File: config.mk
export PLATFORM = sky130hd
export DESIGN_NAME = led_frame_sequencer_flat
export DESIGN_NICKNAME = d
export VERILOG_FILES = /design/src/rtl/led_seq_pkg.sv /design/src/rtl/led_frame_sequencer_if.sv /design/src/rtl/refresh_timer.sv /design/src/rtl/led_frame_sequencer.sv /design/src/flat_wrapper.sv
export SDC_FILE = /design/constraint.sdc
export NUM_CORES = 1
export LEC_CHECK = 0
export CORE_UTILIZATION = 38
export DETAILED_ROUTE_END_ITERATION = 8
export HOLD_SLACK_MARGIN = 0.03
export SLEW_MARGIN = 20
export SYNTH_ARGS = -nofsm -noshare
export SYNTH_HDL_FRONTEND = slang
export SYNTH_SLANG_ARGS = --single-unit
File: constraint.sdc
create_clock -name clk20 -period 1.8 [get_ports clk20]
set_input_delay 0.36 -clock clk20 [delete_from_list [all_inputs] [get_ports clk20]]
set_output_delay 0.36 -clock clk20 [all_outputs]
set_load 0.05 [all_outputs]
File: src/rtl/led_seq_pkg.sv
// Shared types and defaults for the WS2812B frame sequencer.
// Holds the FSM state encoding, colour width and per-byte brightness scaling.
package led_seq_pkg;

  localparam int PIX_W            = 24;
  localparam int DEF_NUM_LEDS     = 140;
  localparam int DEF_ADDR_W       = 8;
  localparam int DEF_REFRESH_LOG2 = 16;

  typedef enum logic [2:0] {
    IDLE,
    FETCH,
    CAPTURE,
    WAIT_READY,
    WAIT_ACCEPT
  } seq_state_e;

  // Each colour byte is dimmed independently so the hue is roughly preserved.
  function automatic logic [PIX_W-1:0] scale_pix(input logic [PIX_W-1:0] pix,
                                                 input logic [2:0]       shift);
    logic [7:0] r, g, b;
    r = pix[23:16] >> shift;
    g = pix[15:8]  >> shift;
    b = pix[7:0]   >> shift;
    return {r, g, b};
  endfunction

endpackage

File: src/rtl/led_frame_sequencer_if.sv
// Valid/ready/latch handshake between the frame sequencer and the ws2812b serializer.
// The master modport is the sequencer side; the slave modport is the serializer side.
interface led_frame_sequencer_if import led_seq_pkg::*; ();

  logic [PIX_W-1:0] led_data;
  logic             led_valid;
  logic             led_latch;
  logic             led_ready;

  modport master (output led_data, output led_valid, output led_latch, input led_ready);
  modport slave  (input led_data, input led_valid, input led_latch, output led_ready);

endinterface

File: src/rtl/refresh_timer.sv
// Free-running refresh timer: tick is registered high for one cycle each time
// the REFRESH_LOG2-bit counter is all ones.
module refresh_timer import led_seq_pkg::*; #(
  parameter int REFRESH_LOG2 = DEF_REFRESH_LOG2
) (
  input  logic clk20,
  input  logic reset,
  output logic tick
);

  logic [REFRESH_LOG2-1:0] cnt;

  always_ff @(posedge clk20) begin
    if (reset) begin
      cnt  <= '0;
      tick <= 1'b0;
    end else begin
      cnt  <= cnt + 1'b1;
      tick <= &cnt;
    end
  end

endmodule

File: src/rtl/led_frame_sequencer.sv
// Frame-level controller: walks pixels 0..NUM_LEDS-1 into the ws2812b serializer.
// Optional global brightness is built in when LED_SEQ_BRIGHTNESS_EN is defined.
module led_frame_sequencer import led_seq_pkg::*; #(
  parameter int NUM_LEDS     = DEF_NUM_LEDS,
  parameter int ADDR_W       = DEF_ADDR_W,
  parameter int REFRESH_LOG2 = DEF_REFRESH_LOG2
) (
  input  logic                   clk20,
  input  logic                   reset,
  input  logic                   enable,
  input  logic                   force_refresh,
  output logic                   pix_rd,
  output logic [ADDR_W-1:0]      pix_addr,
  input  logic [PIX_W-1:0]       pix_data,
`ifdef LED_SEQ_BRIGHTNESS_EN
  input  logic [2:0]             brightness,
`endif
  led_frame_sequencer_if.master  led,
  output logic                   busy,
  output logic                   frame_done,
  output logic                   frame_skip
);

  localparam logic [ADDR_W-1:0] LAST_IDX = ADDR_W'(NUM_LEDS - 1);

  seq_state_e        state;
  logic [ADDR_W-1:0] idx;
  logic              tick;
  logic              req;
  logic              start;

  refresh_timer #(.REFRESH_LOG2(REFRESH_LOG2)) u_timer (
    .clk20 (clk20),
    .reset (reset),
    .tick  (tick)
  );

  // Requests are never queued: one arriving mid-frame only raises frame_skip.
  assign req   = tick | force_refresh;
  assign start = req & enable;
  assign busy  = (state != IDLE);

`ifdef LED_SEQ_BRIGHTNESS_EN
  logic [2:0] bright_q;

  always_ff @(posedge clk20) begin
    if (reset)                     bright_q <= '0;
    else if (state == IDLE && start) bright_q <= brightness;
  end

  function automatic logic [PIX_W-1:0] pix_out(input logic [PIX_W-1:0] pix);
    return scale_pix(pix, bright_q);
  endfunction
`else
  function automatic logic [PIX_W-1:0] pix_out(input logic [PIX_W-1:0] pix);
    return pix;
  endfunction
`endif

  always_ff @(posedge clk20) begin
    // NOTE: the colour register is cleared on reset too, so the serializer
    // never sees stale data from an aborted frame.
    if (reset) begin
      state         <= IDLE;
      idx           <= '0;
      pix_rd        <= 1'b0;
      pix_addr      <= '0;
      led.led_data  <= '0;
      led.led_valid <= 1'b0;
      led.led_latch <= 1'b0;
      frame_done    <= 1'b0;
      frame_skip    <= 1'b0;
    end else begin
      // NOTE: strobes default low here with non-blocking assignments; a later
      // assignment in the case below wins, giving clean one-cycle pulses.
      pix_rd     <= 1'b0;
      frame_done <= 1'b0;
      frame_skip <= busy & req;

      case (state)
        IDLE: begin
          idx <= '0;
          if (start) begin
            pix_rd   <= 1'b1;
            pix_addr <= '0;
            state    <= FETCH;
          end
        end

        FETCH: state <= CAPTURE;

        CAPTURE: begin
          led.led_data  <= pix_out(pix_data);
          led.led_latch <= (idx == LAST_IDX);
          state         <= WAIT_READY;
        end

        WAIT_READY: begin
          if (led.led_ready) begin
            led.led_valid <= 1'b1;
            state         <= WAIT_ACCEPT;
          end
        end

        WAIT_ACCEPT: begin
          if (!led.led_ready) begin
            led.led_valid <= 1'b0;
            if (idx == LAST_IDX) begin
              idx        <= '0;
              frame_done <= 1'b1;
              state      <= IDLE;
            end else begin
              idx      <= idx + 1'b1;
              pix_addr <= idx + 1'b1;
              pix_rd   <= 1'b1;
              state    <= FETCH;
            end
          end
        end

        default: state <= IDLE;
      endcase
    end
  end

endmodule

File: src/flat_wrapper.sv
// flat-port wrapper written by rule: the top's interface ports become plain ports
module led_frame_sequencer_flat import led_seq_pkg::*;
#(
  parameter int NUM_LEDS     = DEF_NUM_LEDS,
  parameter int ADDR_W       = DEF_ADDR_W,
  parameter int REFRESH_LOG2 = DEF_REFRESH_LOG2
)
  (clk20, reset, enable, force_refresh, pix_rd, pix_addr, pix_data, busy, frame_done, frame_skip, led_led_data, led_led_valid, led_led_latch, led_led_ready);
  led_frame_sequencer_if led_i ();
  input  logic clk20;
  input  logic reset;
  input  logic enable;
  input  logic force_refresh;
  output logic pix_rd;
  output logic [ADDR_W-1:0] pix_addr;
  input  logic [PIX_W-1:0] pix_data;
  output logic busy;
  output logic frame_done;
  output logic frame_skip;
  output wire logic [$bits(led_i.led_data)-1:0] led_led_data;
  output wire logic [$bits(led_i.led_valid)-1:0] led_led_valid;
  output wire logic [$bits(led_i.led_latch)-1:0] led_led_latch;
  input wire logic [$bits(led_i.led_ready)-1:0] led_led_ready;
  assign led_led_data = led_i.led_data;
  assign led_led_valid = led_i.led_valid;
  assign led_led_latch = led_i.led_latch;
  assign led_i.led_ready = led_led_ready;
  led_frame_sequencer #(.NUM_LEDS(NUM_LEDS), .ADDR_W(ADDR_W), .REFRESH_LOG2(REFRESH_LOG2)) u_core (.clk20(clk20), .reset(reset), .enable(enable), .force_refresh(force_refresh), .pix_rd(pix_rd), .pix_addr(pix_addr), .pix_data(pix_data), .led(led_i), .busy(busy), .frame_done(frame_done), .frame_skip(frame_skip));
endmodule
==> results of run 1 <==
==> Yosys cell counts (all sizes together) <==
library cell  instances
nor4                  2
inv                   5
and2                  1
o21ai                 9
xor2                  9
ha                    2
o21bai                1
nand2                59
a41o                  1
xnor2                 6
clkbuf                8
o21a                  1
or3                   5
nor2                 22
and2b                 1
nor4b                 1
o2bb2ai               1
and4                  3
a21o                 10
a211o                 1
nor2b                 2
a21oi                37
dfxtp                65
buf                   8
nor3                  9
and4b                 1
a22o                  2
a31oi                 2
nand2b                4
nand3                14
nand4                 4
and3                  2
nor3b                 1
a22oi                 1
a21bo                 1
==> area by class of cell <==
| type | instances | area, sq um |
|---|---|---|
| fill | 609 | 2947 |
| inverter | 5 | 18.77 |
| sequential | 65 | 1301 |
| timing repair buffer | 78 | 663.1 |
| clock inverter | 3 | 90.09 |
| tap | 77 | 96.34 |
| clock buffer | 11 | 141.4 |
| multi-input combinational | 215 | 1201 |
==> worst max path at each step <==
| stage | depth (start not counted) | slack, ns | endpoint |
|---|---|---|---|
| after floorplan | 5 | 0.26 | u_core.pix_addr[1] |
| after global placement | 6 | 0.03 | u_core.idx[2] |
| after detailed placement | 6 | 0.004 | u_core.pix_addr[2] |
| after CTS | 3 | 0.13 | busy |
| after global routing | 3 | 0.04 | busy |
| final | 3 | 0.16 | busy |
==> registers in the layout (all words and copies together) (netlist names), 3 cells and up <==
signal	count
u_core.led.led_data	24
u_core.u_timer.cnt	16
u_core.pix_addr	8
u_core.idx	8
u_core.state	3
==> stage by stage <==
step	util	setup slack [ns]
floorplan	-	0.2583
global placement	0.5079	0.02943
detailed placement	0.5079	0.003998
CTS	0.5438	0.1297
global route	0.5438	0.04324
finish	0.5438	0.1560
==> power breakdown <==
| part | switching (uW) | internal [uW] | leakage, uW |
|---|---|---|---|
| Clock | 511 | 944 | 0.000115 |
| Sequential | 36.1 | 1490 | 0.000526 |
| Combinational | 289 | 180 | 0.000815 |
| Total | 836 | 2610 | 0.00146 |
==> layer usage <==
metal,vias to the layer above,part of all wire
li1,1171,-
met1,1020,0.46
met2,62,0.45
met3,11,0.070
met4,0,0.024
met5,-,0
==> cell families (layout without fill, tap and decap cells) <==
kind of cell / after synthesis / after routing / share of synthesized area
adder cells (fa/ha/maj): 2 / 2 / 0.009637
buffers and inverters: 21 / 97 / 0.03614
flip-flops: 65 / 65 / 0.5012
XOR/XNOR: 15 / 15 / 0.05060
AND/OR/NAND/NOR: 131 / 131 / 0.2400
AO/OA/AOI/OAI: 67 / 67 / 0.1624
==> worst register-to-register path: cells and delay by family (launching register included) <==
kind,cells,cell delay (ns)
buffers and inverters,1,0.18
DFF,1,0.42
AOI/OAI and AO/OA,2,0.34
and+or+nand+nor,2,0.40
adders and majority gates,1,0.20
==> out/qor.log, run 1 <==
INFO  placed_design  hpwl=3946microns
INFO  synth          synthesis.yosys.warnings=0
INFO  synth          netlist_top_cells_area=sky130_fd_sc_hd__dfxtp_1 (50%), sky130_fd_sc_hd__nand2_1 (8.5%), sky130_fd_sc_hd__a21oi_1 (6.6%)
INFO  floorplan      std_cell_rows=29
INFO  worst_setup_path worst-r2r-setup-slack=0.20ns
INFO  worst_setup_path critical-path-max-stage-delay=0.41ns
INFO  grt            grt_pass1_wl=9515microns
INFO  placed_design  detailed_place.area=3281squm
INFO  worst_setup_path timing.critical_path.fanout_max=12
INFO  floorplan      height_of_the_chip=84.66microns
INFO  finish         commonest_non_fill_non_tap_cells_in_the_layout=sky130_fd_sc_hd__dfxtp_1 (65), sky130_fd_sc_hd__nand2_1 (59), sky130_fd_sc_hd__buf_4 (49), sky130_fd_sc_hd__a21oi_1 (34), sky130_fd_sc_hd__clkdlybuf4s50_1 (27)
INFO  timing         slew_headroom=0.7526
INFO  grt            globalRouteMet1Util=0.2108
INFO  floorplan      design.die.area=7166squm
INFO  timing         finalCriticalPeriod=1.644ns
INFO  worst_hold_path holdCritStartpoint=u_core.pix_addr[3]
INFO  power_and_ir_drop p_leak=0.001457uW
INFO  routing        vias_per_cell=4.987
INFO  timing         tightest_slew=0.3702ns
INFO  clock_tree     path_clk_slew=0.07ns
INFO  routing        drt_iter0_markers=99
INFO  worst_hold_path hold-path-endpoint=u_core.pix_addr[3]
INFO  timing         final.period_utilization=0.9134
INFO  routing        wl_per_cell=12.33microns
INFO  grt            antenna_found_initial=0
INFO  clock_tree     post_cts_resize_count=0
INFO  placed_design  routabilityCongestion=0.7927
INFO  job            max-cap-violations=0
INFO  routing        number_of_detailed_routing_iterations_run_before_antenna_repair=6
INFO  worst_setup_path r2r_end=u_core.pix_addr[2]
INFO  synth          synth_top_cell_area_share=0.5012
INFO  power_and_ir_drop design_power_total=3445uW
INFO  grt            globalRoute.busiestLayer=met2
INFO  worst_setup_path worstPathArrival=1.28ns
INFO  worst_setup_path timing.critical_path.slowest_stage_cell=sky130_fd_sc_hd__dfxtp_1
INFO  floorplan      boundaryPins=67
INFO  floorplan      initial_utilization=0.4020
INFO  timing         finalSetupViolations=0
INFO  synth          synthesis.area_per_instance=8.625squm
INFO  synth          yosysUniqueCellTypes=41
INFO  grt            combined_global_route_utilization_of_all_metal_layers=0.1688
INFO  worst_setup_path critical_path.cell_chain=nor3_1 -> inv_1 -> buf_4
INFO  placed_design  dp.cells=440
INFO  worst_setup_path worstSetupPathType=reg2out
INFO  floorplan      fp.coreArea=6459squm
INFO  worst_setup_path critical_path_buf_inv_count=2
INFO  synth          syn-instance-count=301
INFO  timing         fin_tns_setup=0ns
INFO  routing        via_count=2264
INFO  clock_tree     clock_latency_late_sink=0.34ns
INFO  clock_tree     htreeDepth=3
INFO  routing        detail_route.drc_violations=9
INFO  clock_tree     number_of_buffers_on_the_longest_clock_path=2
INFO  worst_hold_path hold_path_cells=1
INFO  synth          synth_fp_nets=332
INFO  synth          synth_seq_area_share=0.5012
INFO  worst_setup_path regToRegStartpoint=u_core.idx[1]
INFO  clock_tree     cts.root.buffer_cell=sky130_fd_sc_hd__clkbuf_8
INFO  clock_tree     clock_sinks=65
INFO  finish         area_growth_syn_to_fin=35.28%
INFO  clock_tree     cts_hold_buf=0
INFO  status         run_status=complete, but fails checks
INFO  grt            grt_use_met3=0.04523
INFO  finish         finish.cell_count_without_fillers=454
INFO  power_and_ir_drop power_per_cell_area=980.8nW/um^2
INFO  grt            groute.layer.met2.usage=0.2668
INFO  grt            overflow=0
INFO  finish         finalNetCount=405
INFO  timing         rsz0062_at_grt=false
INFO  synth          synthesis.area=2596squm
INFO  timing         report.final.hold_viol_count=0
INFO  status         violations=design-rule violations
INFO  placed_design  numPortBuffers=66
INFO  clock_tree     cts_tree=done
INFO  finish         diode_insertion_count_for_antenna_repair=0
INFO  clock_tree     clock_buffers_created_by_tritoncts=9
INFO  finish         drive_above_1_share=0.1936
INFO  worst_setup_path cp.required=1.44ns
INFO  grt            grt_start_max_net_pins=31
INFO  finish         finish.instance_area=3512squm
INFO  worst_hold_path timing.hold.worst.class=reg2reg
INFO  timing         maxClockFrequency=0.6083GHz
INFO  worst_setup_path critical_path.startpoint_type=flip-flop
INFO  routing        drtAntennaViolNets=0
INFO  grt            grt_pass1_vias=2090
INFO  finish         final_common_cell=sky130_fd_sc_hd__dfxtp_1
INFO  worst_setup_path timing.critical_path.from=u_core.state[1]
INFO  worst_setup_path worst_setup_path_end_kind=primary output
INFO  floorplan      die_w=84.66microns
INFO  power_and_ir_drop power.ir.vdd_worst=0.4880mV
INFO  clock_tree     postCtsSetupRepairBufs=0
INFO  worst_setup_path number_of_cells_traversed_by_the_worst_register_to_register_path=6
INFO  timing         final_max_slew_viol_count=0
INFO  routing        finalWirelength=5597microns
INFO  timing         fin_skew=0.01076ns
INFO  timing         worst_hold_slack=0.4508ns
INFO  synth          top_cell_type_by_total_area_after_synthesis=sky130_fd_sc_hd__dfxtp_1
INFO  synth          synth.ff_latch_count=65
INFO  worst_setup_path cp_top_family=flip-flops
(Power assumes the default switching activity.)
==> run 2: changes to the inputs <==
- CORE_UTILIZATION: 38 -> 45
- PLACE_DENSITY: not set -> 0.78
==> out/qor.log, run 2 (same netlist as run 1, synthesis figures left out) <==
INFO  finish         commonest_non_fill_non_tap_cells_in_the_layout=sky130_fd_sc_hd__dfxtp_1 (65), sky130_fd_sc_hd__nand2_1 (59), sky130_fd_sc_hd__buf_4 (48), sky130_fd_sc_hd__a21oi_1 (34), sky130_fd_sc_hd__clkdlybuf4s50_1 (27)
INFO  finish         diode_insertion_count_for_antenna_repair=0
INFO  grt            antenna_found_initial=0
INFO  timing         rsz0062_at_grt=false
INFO  power_and_ir_drop power_per_cell_area=897.0nW/um^2
INFO  status         run_status=complete, no violations
INFO  grt            overflow=0
INFO  worst_setup_path worst_setup_path_end_kind=primary output
INFO  routing        finalWirelength=5557microns
INFO  worst_hold_path timing.hold.worst.class=reg2reg
INFO  worst_setup_path critical_path.startpoint_type=flip-flop
INFO  clock_tree     clock_sinks=65
INFO  worst_setup_path cpMostUsedCell=sky130_fd_sc_hd__buf_4
INFO  floorplan      std_cell_rows=27
INFO  worst_setup_path timing.critical_path.fanout_max=8
INFO  timing         slew_headroom=0.6826
INFO  placed_design  dp.cells=434
INFO  routing        vias_per_cell=5.069
INFO  worst_setup_path worstSetupPathType=reg2out
INFO  placed_design  hpwl=3919microns
INFO  timing         tightest_slew=0.4744ns
INFO  clock_tree     htreeDepth=3
INFO  clock_tree     cts.root.buffer_cell=sky130_fd_sc_hd__clkbuf_8
INFO  floorplan      height_of_the_chip=77.96microns
INFO  grt            combined_global_route_utilization_of_all_metal_layers=0.1938
INFO  finish         layout_top_registers=u_core.led.led_data: 24 flops, u_core.u_timer.cnt: 16 flops
INFO  clock_tree     path_clk_slew=0.06ns
INFO  finish         drive_above_1_share=0.2011
INFO  routing        detail_route.drc_violations=0
INFO  worst_setup_path cp_top_family=buffers and inverters
INFO  power_and_ir_drop power.ir.vdd_worst=0.4507mV
INFO  placed_design  numPortBuffers=66
INFO  routing        wl_per_cell=12.35microns
INFO  finish         largest_register_ff_count=24
INFO  timing         fin_tns_setup=0ns
INFO  floorplan      boundaryPins=67
INFO  timing         report.final.hold_viol_count=0
INFO  clock_tree     cts_tree=done
INFO  timing         finalCriticalPeriod=1.643ns
INFO  routing        drtAntennaViolNets=0
INFO  worst_setup_path worst-r2r-setup-slack=0.21ns
INFO  timing         setup_slack=0.1570ns
INFO  floorplan      die_w=77.96microns
INFO  finish         area_growth_syn_to_fin=33.01%
INFO  finish         register_ranked_first_by_flip_flop_count=u_core.led.led_data
INFO  grt            grt_pass1_vias=2120
INFO  placed_design  detailedPlace.worstSlack=-0.02392ns
INFO  worst_setup_path critical_path.cell_chain=buf_4 -> nor3_2 -> inv_1 -> buf_4
INFO  worst_setup_path critical-path-max-stage-delay=0.34ns
INFO  clock_tree     number_of_buffers_on_the_longest_clock_path=2
INFO  placed_design  routabilityCongestion=0.8249
INFO  timing         fin_skew=0.007012ns
INFO  floorplan      initial_utilization=0.4686
INFO  job            max-cap-violations=0
INFO  clock_tree     clock_buffers_created_by_tritoncts=9
INFO  floorplan      fp.coreArea=5540squm
INFO  worst_setup_path cp.required=1.44ns
INFO  routing        drt_iter0_markers=107
INFO  grt            grt_start_max_net_pins=30
INFO  worst_setup_path timing.critical_path.slowest_stage_cell=sky130_fd_sc_hd__dfxtp_1
INFO  timing         maxClockFrequency=0.6086GHz
INFO  timing         final_max_slew_viol_count=0
INFO  floorplan      design.die.area=6077squm
INFO  finish         final_common_cell=sky130_fd_sc_hd__dfxtp_1
INFO  finish         finish.cell_count_without_fillers=450
INFO  timing         finalSetupViolations=0
INFO  clock_tree     clock_latency_late_sink=0.34ns
INFO  timing         final.period_utilization=0.9128
INFO  routing        via_count=2281
INFO  grt            grt_pass1_wl=9114microns
INFO  worst_setup_path worstPathArrival=1.28ns
INFO  worst_setup_path critical_path_buf_inv_count=3
INFO  power_and_ir_drop p_leak=0.001430uW
INFO  routing        number_of_detailed_routing_iterations_run_before_antenna_repair=4
INFO  power_and_ir_drop design_power_total=3098uW
INFO  finish         finalNetCount=404
run 2: changes by cell type in the layout (fill, tap and decap cells not counted):
cell,previous run,this run
sky130_fd_sc_hd__buf_4,49,48
sky130_fd_sc_hd__bufinv_16,3,0
sky130_fd_sc_hd__clkbuf_1,1,0
sky130_fd_sc_hd__clkbuf_8,10,11
sky130_fd_sc_hd__clkinv_2,0,3
sky130_fd_sc_hd__clkinvlp_4,0,2
sky130_fd_sc_hd__nor3_1,8,7
sky130_fd_sc_hd__nor3_2,0,1
run 2: path summary, 6_finish.rpt:
kind	to	from	depth (start not counted)
max	busy	u_core.state[1]	4
min	u_core.pix_addr[7]	u_core.pix_addr[7]	1
max reg2reg	u_core.pix_addr[2]	u_core.idx[0]	6
min reg2reg	u_core.pix_addr[7]	u_core.pix_addr[7]	1
run 2: cell type report:
type | instances | area [sq um]
flip-flops and latches | 65 | 1301
multi-input cells | 215 | 1206
well taps | 72 | 90.09
fillers | 486 | 2087
inverters | 5 | 18.77
clock buffers | 11 | 151.4
repair buffers | 77 | 655.6
clock inverters | 5 | 30.03
run 2: per-stage QoR:
stage,hold WS (ns),utilization,area (sq um)
2_1_floorplan,0.4297,-,2596
4_1_cts,0.4560,0.6224,3448
6_report,0.4512,0.6233,3453
3_5_place_dp,0.4408,0.5897,3267
5_1_grt,0.4709,0.6233,3453
3_3_place_gp,0.4374,0.5897,3267
run 2: timing repair:
item | CTS | global route
resized for setup | 0 | 1
hold buffers | 0 | 0
setup endpoints to repair | 0 | 1
buffers inserted | 0 | 0
run 2: power by group:
| part | total [uW] | leakage [uW] | internal [uW] | switching, uW |
|---|---|---|---|---|
| Sequential | 1520 | 0.000526 | 1490 | 33.0 |
| Combinational | 472 | 0.000812 | 178 | 293 |
| Clock | 1110 | 0.0000911 | 566 | 541 |
| Total | 3100 | 0.00143 | 2230 | 868 |
run 2: layer usage:
metal  wire length, microns  GRT usage  up-vias
li1                       -          -     1171
met1                   2589     0.2264     1035
met2                   2487     0.3106       63
met3                    377    0.06353       12
met4                    103     0.1111        0
met5                      0          0        -
==> run 3: changes to the inputs <==
- ABC_CLOCK_PERIOD_IN_PS: not set -> 1800
- CTS_CLUSTER_DIAMETER: not set -> 200
==> results of run 3 <==
Same layout as run 2: the final DEF is identical, and so are final timing and power.
